## src/rtl/pattern_stream_gen.sv

```systemverilog
// AXI4-Stream pattern generator with ap_ctrl_hs control and optional packetisation.
// Optional first-beat-of-packet sideband: define PATTERN_STREAM_GEN_TUSER_EN to add m_axis_tuser.
module pattern_stream_gen #(
   parameter int unsigned       WIDTH     = 8,
   parameter logic [WIDTH-1:0]  LFSR_TAPS = WIDTH'(8'hB8)
) (
   input  logic              clk,
   input  logic              reset_n,
   input  logic [31:0]       size,
   input  logic [15:0]       pkt_len,
   input  logic [1:0]        mode,
   input  logic [WIDTH-1:0]  seed,
   input  logic              ap_start,
   output logic              ap_done,
   output logic              ap_idle,
   output logic              ap_ready,
   output logic [WIDTH-1:0]  m_axis_tdata,
   output logic              m_axis_tvalid,
   output logic              m_axis_tlast,
`ifdef PATTERN_STREAM_GEN_TUSER_EN
   output logic              m_axis_tuser,
`endif
   input  logic              m_axis_tready,
   output logic [31:0]       beat_count
);

   localparam int unsigned CNT_W = 32;
   localparam int unsigned PKT_W = 16;

   typedef enum logic [1:0] {
      S_IDLE = 2'd0,
      S_RUN  = 2'd1,
      S_DONE = 2'd2
   } state_t;

   state_t             r_state;
   logic [CNT_W-1:0]   r_size;
   logic [PKT_W-1:0]   r_pkt_len;
   logic [1:0]         r_mode;
   logic [WIDTH-1:0]   r_data;
   logic               r_valid;
   logic               r_last;
   logic [CNT_W-1:0]   r_beat_cnt;
   logic [PKT_W-1:0]   r_pkt_cnt;
   logic               r_ready;
   logic               r_done;
   logic               r_idle;

   state_t             w_state_nxt;
   logic [CNT_W-1:0]   w_size_nxt;
   logic [PKT_W-1:0]   w_pkt_len_nxt;
   logic [1:0]         w_mode_nxt;
   logic [WIDTH-1:0]   w_data_nxt;
   logic               w_valid_nxt;
   logic               w_last_nxt;
   logic [CNT_W-1:0]   w_beat_nxt;
   logic [PKT_W-1:0]   w_pkt_nxt;
   logic               w_ready_nxt;
   logic               w_accept;

   // Seed 0 would lock up the LFSR and the walking-one pattern, so substitute a live value.
   function automatic logic [WIDTH-1:0] init_pattern(input logic [1:0] md, input logic [WIDTH-1:0] sd);
      logic [WIDTH-1:0] v;
      v = sd;
      if (sd == '0) begin
         if (md == 2'd2) v = '1;
         else if (md == 2'd3) v = WIDTH'(1);
      end
      return v;
   endfunction

   function automatic logic [WIDTH-1:0] next_pattern(input logic [1:0] md, input logic [WIDTH-1:0] cur);
      logic [WIDTH-1:0] v;
      v = cur;
      case (md)
         2'd0:    v = cur + WIDTH'(1);
         2'd1:    v = cur;
         2'd2:    v = {cur[WIDTH-2:0], ^(cur & LFSR_TAPS)};
         default: v = {cur[WIDTH-2:0], cur[WIDTH-1]};
      endcase
      return v;
   endfunction

   assign w_accept = r_valid & m_axis_tready;

   // State and datapath register
   always_ff @(posedge clk) begin
      if (!reset_n) begin
         r_state    <= S_IDLE;
         r_size     <= '0;
         r_pkt_len  <= '0;
         r_mode     <= '0;
         r_data     <= '0;
         r_valid    <= 1'b0;
         r_last     <= 1'b0;
         r_beat_cnt <= '0;
         r_pkt_cnt  <= '0;
         r_ready    <= 1'b0;
         r_done     <= 1'b0;
         r_idle     <= 1'b1;
      end else begin
         r_state    <= w_state_nxt;
         r_size     <= w_size_nxt;
         r_pkt_len  <= w_pkt_len_nxt;
         r_mode     <= w_mode_nxt;
         r_data     <= w_data_nxt;
         r_valid    <= w_valid_nxt;
         r_last     <= w_last_nxt;
         r_beat_cnt <= w_beat_nxt;
         r_pkt_cnt  <= w_pkt_nxt;
         r_ready    <= w_ready_nxt;
         r_done     <= (w_state_nxt == S_DONE);
         r_idle     <= (w_state_nxt == S_IDLE);
      end
   end

   // Next-state and next-output logic
   always_comb begin
      w_state_nxt   = r_state;
      w_size_nxt    = r_size;
      w_pkt_len_nxt = r_pkt_len;
      w_mode_nxt    = r_mode;
      w_data_nxt    = r_data;
      w_valid_nxt   = r_valid;
      w_last_nxt    = r_last;
      w_beat_nxt    = r_beat_cnt;
      w_pkt_nxt     = r_pkt_cnt;
      w_ready_nxt   = 1'b0;

      case (r_state)
         S_IDLE: begin
            if (ap_start) begin
               w_size_nxt    = size;
               w_pkt_len_nxt = pkt_len;
               w_mode_nxt    = mode;
               w_data_nxt    = init_pattern(mode, seed);
               w_beat_nxt    = '0;
               w_pkt_nxt     = '0;
               w_ready_nxt   = 1'b1;
               if (size == '0) begin
                  w_state_nxt = S_DONE;
                  w_valid_nxt = 1'b0;
                  w_last_nxt  = 1'b0;
               end else begin
                  w_state_nxt = S_RUN;
                  w_valid_nxt = 1'b1;
                  w_last_nxt  = (pkt_len == PKT_W'(1)) || (size == CNT_W'(1));
               end
            end
         end
         S_RUN: begin
            if (w_accept) begin
               w_beat_nxt = r_beat_cnt + CNT_W'(1);
               w_data_nxt = next_pattern(r_mode, r_data);
               w_pkt_nxt  = r_last ? '0 : r_pkt_cnt + PKT_W'(1);
               if (r_beat_cnt == r_size - CNT_W'(1)) begin
                  w_state_nxt = S_DONE;
                  w_valid_nxt = 1'b0;
                  w_last_nxt  = 1'b0;
               end else begin
                  w_last_nxt = ((r_pkt_len != '0) && (w_pkt_nxt == r_pkt_len - PKT_W'(1)))
                             || (w_beat_nxt == r_size - CNT_W'(1));
               end
            end
         end
         S_DONE: begin
            w_state_nxt = S_IDLE;
         end
         default: begin
            w_state_nxt = S_IDLE;
            w_valid_nxt = 1'b0;
            w_last_nxt  = 1'b0;
         end
      endcase
   end

`ifdef PATTERN_STREAM_GEN_TUSER_EN
   logic r_user;
   logic w_user_nxt;

   // With pkt_len==0 the packet counter free-runs, so only the very first beat starts a packet.
   always_comb begin
      w_user_nxt = 1'b0;
      if (w_state_nxt == S_RUN)
         w_user_nxt = (w_pkt_nxt == '0) && ((w_pkt_len_nxt != '0) || (w_beat_nxt == '0));
   end

   always_ff @(posedge clk) begin
      if (!reset_n) r_user <= 1'b0;
      else          r_user <= w_user_nxt;
   end

   assign m_axis_tuser = r_user;
`endif

   assign ap_done       = r_done;
   assign ap_idle       = r_idle;
   assign ap_ready      = r_ready;
   assign m_axis_tdata  = r_data;
   assign m_axis_tvalid = r_valid;
   assign m_axis_tlast  = r_last;
   assign beat_count    = r_beat_cnt;

endmodule

```

## config.mk

```make
export PLATFORM = sky130hd
export DESIGN_NAME = pattern_stream_gen
export DESIGN_NICKNAME = d
export VERILOG_FILES = /design/src/rtl/pattern_stream_gen.sv
export SDC_FILE = /design/constraint.sdc
export NUM_CORES = 1
export LEC_CHECK = 0
export BUFFER_PORTS_ARGS = -buffer_cell sky130_fd_sc_hd__buf_2
export CAP_MARGIN = 30
export CORE_MARGIN = 2
export CORE_UTILIZATION = 53
export CTS_CLUSTER_DIAMETER = 200
export DETAILED_ROUTE_END_ITERATION = 10
export PLACE_DENSITY = 0.8
export SLEW_MARGIN = 20
export SYNTH_ARGS = -nofsm -noshare
export SYNTH_HDL_FRONTEND = slang
export SYNTH_SLANG_ARGS = --single-unit
export TNS_END_PERCENT = 30
```

## constraint.sdc

```tcl
create_clock -name clk -period 3.3 [get_ports clk]
set_input_delay 0.99 -clock clk [delete_from_list [all_inputs] [get_ports clk]]
set_output_delay 0.99 -clock clk [all_outputs]
set_load 0.005 [all_outputs]
```

==> summary.txt, run 1 <==
CTS buffer count -> 17
worst-skew pair later-pin latency -> 420 ps
H-tree Lvls -> 4
share of the synthesized area in the top cell type -> 29.8%
GR Util All Layers -> 30.8%
Final Wtd Congestion -> 0.980
Synth cell types -> 68
Worst slew margin -> 51.7%
flip-flop and latch area -> 0.00226 mm2
Initial Utilization -> 54.4%
clock share of power -> 44.8%
Max Slew Vio Count -> 0
Sw Share -> 28.2%
prevailing post-synth register cell -> dfxtp_1
VDD IR-drop max -> 0.354 mV
crit path max fanout -> 4
failing checks -> setup timing
Routed WL -> 22.7 mm
Post-DRT Antenna Nets -> 0
Crit-path slowest cell -> or4_4
FF-to-FF path depth -> 9
warnings from Yosys -> 0
Sw Pwr -> 1190 uW
Final #Nets -> 1270
Worst path max stage delay -> 540 ps
PortBufs -> 106
Max-cap violations -> 0
HP Class -> reg2reg
Leakage -> 0.00384 uW
EDFF count, synth -> 0
drt via density -> 5.90
top cells by area, synth -> dfxtp_1 30%, nand2_1 9.2%, xnor2_1 8.2%, a21oi_1 7.8%, nor2_1 5.6%
RSZ-0062 raised after global routing -> yes
register area share after synthesis -> 29.8%
Reg power frac -> 34.8%
top cells by count, synth -> 186 x nand2_1, 118 x a21oi_1, 114 x nor2_1
CTS Root Cell -> clkbuf_16
power per cell area -> 446 mW/mm2
Synth-to-Final Area Change -> 24.7%
combinational power share -> 20.4%
First DRT Iteration DRCs -> 587
largest net degree at the start of global routing -> 79
Cell Area, Placed -> 0.00878 mm2
Syn Std Cell Area -> 0.00758 mm2
initial antenna violation count -> 2
clock period minus worst slack -> 3320 ps
Mapped Cells -> 1055
Clock Skew -> 10.2 ps
clock tree buffer depth -> 2
CP endpoint -> m_axis_tlast
Worst EP arrival -> 3650 ps
DP HPWL -> 16.8 mm
FFs w/ async S/R, synth -> 0%
kind of critical path -> reg2reg
Tcrit/Tclk final -> 101%
clk sinks -> 113
TritonCTS clock tree -> built
setup slack, reg-to-reg -> -20 ps
Reg2Reg Launch Point -> r_size[11]
fin util -> 67.9%
layout cell share with drive strength beyond 1 -> 21.1%
I/O pin count -> 107
crit path from -> r_size[11]
cell internal pwr -> 3030 uW
final setup margin -> -18.3 ps
synthesized area per cell -> 7.18 um2
cell area after layout -> 0.00946 mm2
mean routed wirelength per cell -> 16.3 um
global-route wire length before repair -> 37.1 mm
chip height -> 124 um
worst slew pin tran -> 717 ps
CP endpoint kind -> flop
CTS Hold Buffers Added -> 0
post-synthesis register bit count -> 113
most frequent cell on the critical path -> or4_4
fill count -> 1198
worst hold path depth -> 2
die footprint -> 0.0153 mm2
Final Hold Viols -> 0
drt drc -> 0
final setup fails -> 1
count leader, synth -> nand2_1
outcome -> complete, but fails checks
CORE AREA -> 0.0139 mm2
die width -> 124 um
cell breakdown of the critical path -> or4_4 -> or3_4 -> or4_4 -> nand2_2 -> a21oi_1 -> or3_1 -> or4_4 -> or4_4 -> a221oi_2
Worst Hold Slack -> 482 ps
terminus of the critical flop-to-flop path -> m_axis_tlast
number of global-route vias before repair -> 7661
DR pass1 iterations -> 5
site row count -> 43
Fmax -> 0.301 GHz
Synth area leader -> dfxtp_1
Multi-input gate area -> 0.00514 mm2
Reg clk slew, reported paths -> 60 ps
vias post-DR -> 8243
total gr overflow -> 0
syn_nets -> 1123
critical path startpoint category -> flop
worst path required time -> 3640 ps
-- layer usage --
metal / global-route usage (%) / vias to the layer above / routed length [um]
met4: 11.4 / 0 / 646
met1: 38.6 / 3866 / 9690
met5: 0 / - / 0
li1: - / 4043 / -
met3: 6.09 / 50 / 1410
met2: 52.2 / 284 / 11000
-- layout make-up --
class,instances,area share (%)
clock buffers,22,5.02
inverters,16,0.648
diodes,2,0.0529
flip-flops and latches,113,23.9
clock inverters,10,1.40
repair buffers,188,12.3
well taps,180,2.38
multi-input cells,866,54.3
-- worst min-delay path by stage --
stage                              end          from  slack [ps]
after floorplan             r_size[31]    r_size[31]         450
after global placement      r_size[31]    r_size[31]         470
after detailed placement    r_size[31]    r_size[31]         470
after CTS                 r_pkt_len[5]  r_pkt_len[5]         480
after global routing        r_size[31]    r_size[31]         510
final                     r_pkt_len[5]  r_pkt_len[5]         480
-- sequential cells by signal, indices dropped and copies added (netlist names) --
| name | count |
|---|---|
| beat_count | 32 |
| r_size | 32 |
| r_pkt_cnt | 16 |
| r_pkt_len | 16 |
| m_axis_tdata | 8 |
| r_mode | 2 |
| r_state | 2 |
| ap_done | 1 |
| ap_idle | 1 |
| ap_ready | 1 |
| m_axis_tlast | 1 |
| m_axis_tvalid | 1 |
-- cell families (layout without fill, tap and decap cells) --
| group | after synthesis | count (layout) | share of synthesized area (%) |
|---|---|---|---|
| AO/OA/AOI/OAI | 213 | 213 | 16.7 |
| XOR/XNOR | 120 | 120 | 14.1 |
| adder cells (fa/ha/maj) | 6 | 6 | 0.990 |
| buffers and inverters | 76 | 236 | 4.03 |
| flip-flops | 113 | 113 | 29.8 |
| multiplexers | 8 | 8 | 1.12 |
| other | 0 | 2 | 0 |
| AND/OR/NAND/NOR | 519 | 519 | 33.2 |
-- power by group through the flow --
stage          clock (uW)  combinational [uW]  sequential [uW]
3_3_place_gp            0                 823             1490
3_5_place_dp            0                 831             1490
2_1_floorplan           0                 566             1480
6_report             1890                 859             1470
4_1_cts              1910                 843             1470
5_1_grt              1970                 941             1470
-- cells in the final DEF, fill, tap and decap left out, types with 7 or more instances in the layout --
master / count
or3_1: 11
and3_1: 12
o21ai_0: 29
a22oi_1: 14
nand2_1: 185
buf_4: 81
nor4_1: 29
or4_1: 8
clkbuf_16: 17
a21oi_1: 118
nor2_1: 111
xnor2_1: 70
nor3_1: 27
buf_2: 106
nand3_1: 38
nand4_1: 32
inv_1: 14
xor2_1: 47
nand3b_1: 7
dfxtp_1: 113
-- what timing repair did --
action,CTS,global route
setup endpoints to repair,1,1
cloned,0,0
buffers inserted,0,0
resized for setup,5,7
pin swaps,2,4
endpoints found under the hold margin,0,0
-- critical path, delay by kind of cell, from the launching register on --
family,cells,cell delay (ps)
AND/OR/NAND/NOR,7,2660
AO/OA/AOI/OAI,2,270
flip-flops,1,310
-- per-stage QoR --
step | setup slack, ps | total power, uW | setup TNS (ps) | std cells
2_1_floorplan | 57.0 | 2050 | 0 | 1055
3_3_place_gp | 47.9 | 2310 | 0 | 1363
3_5_place_dp | -119 | 2330 | -119 | 1363
4_1_cts | 6.45 | 4220 | 0 | 1395
5_1_grt | -105 | 4390 | -105 | 1395
6_report | -18.3 | 4220 | -18.3 | 1397
No activity file was read; power rests on OpenSTA's default activity.
==> run 2, diff against run 1 <==
--- a/config.mk
+++ b/config.mk
@@ -12,6 +12,7 @@
 export CTS_CLUSTER_DIAMETER = 200
 export DETAILED_ROUTE_END_ITERATION = 10
 export PLACE_DENSITY = 0.8
+export SKIP_CTS_REPAIR_TIMING = 1
 export SLEW_MARGIN = 20
 export SYNTH_ARGS = -nofsm -noshare
 export SYNTH_HDL_FRONTEND = slang
==> run 2 against run 1 <==
Against the previous run:
- the run still ends with setup timing left
- clock power about the same
- sequential share of layout area unchanged
- worst hold slack about the same
- sequential power about the same
- combinational power about the same
- register-to-register slack about the same
- core utilization unchanged
- critical path type unchanged
- largest power group unchanged
==> summary.txt, run 2 (synthesis gave the netlist of run 1 again) <==
worst-skew pair later-pin latency -> 420 ps (about the same)
crit path max fanout -> 4 (unchanged)
drt drc -> 0 (unchanged)
Synth-to-Final Area Change -> 24.7% (unchanged)
drt via density -> 5.92 (+0.40%)
met1 usage -> 38.6% (unchanged)
Leakage -> 0.00384 uW (about the same)
First DRT Iteration DRCs -> 619 (+5.5%)
dpl cells -> 1363 (unchanged)
kind of critical path -> reg2reg
power per cell area -> 447 mW/mm2 (+0.13%)
worst path required time -> 3640 ps (about the same)
Routed WL -> 22.8 mm (+0.18%)
Final Wtd Congestion -> 0.980 (unchanged)
final setup margin -> -27.3 ps (-9.06 ps)
PortBufs -> 106 (unchanged)
Max Slew Vio Count -> 0 (unchanged)
commonest non-fill, non-tap cell in the layout -> nand2_1
global-route wire length before repair -> 37.0 mm (-0.13%)
Finished Layout Cells -> 1397 (unchanged)
Multi-input gate area -> 0.00514 mm2 (unchanged)
CTS Root Cell -> clkbuf_16
layout cell share with drive strength beyond 1 -> 21.1% (unchanged)
Initial Utilization -> 54.4% (unchanged)
Final #Nets -> 1270 (unchanged)
clock tree buffer depth -> 2 (unchanged)
commonest non-fill, non-tap cells in the layout -> 185 x nand2_1, 118 x a21oi_1, 113 x dfxtp_1, 111 x nor2_1, 106 x buf_2
I/O pin count -> 107 (unchanged)
die width -> 124 um (unchanged)
Worst slew margin -> 51.8% (+0.12 points)
Final Hold Viols -> 0 (unchanged)
Post-DRT Antenna Nets -> 0 (unchanged)
number of global-route vias before repair -> 7646 (-0.20%)
H-tree Lvls -> 4 (unchanged)
GR Util met3 -> 6.14% (+0.046 points)
CTS buffer count -> 17 (unchanged)
CORE AREA -> 0.0139 mm2 (unchanged)
outcome -> complete, but fails checks
CP endpoint kind -> flop
GR peak layer -> met2
critical path startpoint category -> flop
mean routed wirelength per cell -> 16.3 um (+0.18%)
flip-flop and latch area -> 0.00226 mm2 (unchanged)
worst slew pin tran -> 716 ps (-1.77 ps)
vias post-DR -> 8276 (+0.40%)
HP Class -> reg2reg
fill count -> 1196 (-0.17%)
GR Util All Layers -> 30.8% (about the same)
Tcrit/Tclk final -> 101% (+0.27 points)
initial antenna violation count -> 2 (unchanged)
Clock Skew -> 10.4 ps (+0.164 ps)
TritonCTS clock tree -> built
DR pass1 iterations -> 5 (unchanged)
Fmax -> 0.301 GHz (-0.27%)
die footprint -> 0.0153 mm2 (unchanged)
Reg clk slew, reported paths -> 60 ps (about the same)
RSZ-0062 raised after global routing -> yes
Max-cap violations -> 0 (unchanged)
failing checks -> setup timing
met2 Use GR -> 52.0% (-0.21 points)
largest net degree at the start of global routing -> 79 (unchanged)
fin util -> 67.9% (unchanged)
chip height -> 124 um (unchanged)
site row count -> 43 (unchanged)
final setup fails -> 1 (unchanged)
VDD IR-drop max -> 0.354 mV (about the same)
clock period minus worst slack -> 3330 ps (+9.06 ps)
post-route setup TNS -> -27.3 ps (-9.06 ps)
Worst Hold Slack -> 482 ps (-0.457 ps)
Worst EP arrival -> 3670 ps (+20 ps)
clk sinks -> 113 (unchanged)
total gr overflow -> 0 (unchanged)
DP HPWL -> 16.8 mm (unchanged)
Overall Power -> 4220 uW (+0.13%)
run 2: metal layers:
metal  part of all wire, %  vias to the layer above
met1                    43                     3872
li1                      -                     4050
met2                    48                      304
met4                   2.9                        0
met3                   6.3                       50
met5                     0                        -
run 2: worst paths after layout:
path | startpoint | to | slack (ps) | cells past startpoint
max | r_size[11] | m_axis_tlast | -30 | 9
min | r_pkt_len[5] | r_pkt_len[5] | 480 | 2
max reg2reg | r_size[11] | m_axis_tlast | -30 | 9
min reg2reg | r_pkt_len[5] | r_pkt_len[5] | 480 | 2
run 2: worst max-delay path: stages (launching register included):
cell and delay (ps):
dfxtp_1 310, or4_4 540, or3_4 370, or4_4 450, nand2_2 110, a21oi_1 60, or3_1 350, or4_4 410
or4_4 450, a221oi_2 210
run 2: layout make-up:
class	instances	share of cell area [%]
repair buffers	188	12.3
flip-flops and latches	113	23.9
clock buffers	22	5.02
multi-input cells	866	54.3
well taps	180	2.38
clock inverters	10	1.40
diodes	2	0.0529
inverters	16	0.648
run 2: per-stage QoR:
step / cell area, um2 / setup slack (ps)
3_5_place_dp: 8780 / -119
5_1_grt: 9450 / -105
6_report: 9460 / -27.3
3_3_place_gp: 8780 / 47.9
4_1_cts: 9390 / -137
2_1_floorplan: 7630 / 57.0
run 2: power by group:
group          leakage [uW]  switching [uW]  total, uW  internal, uW
Clock              0.000292             658       1900          1240
Sequential         0.000920            56.2       1470          1410
Combinational       0.00263             480        859           378
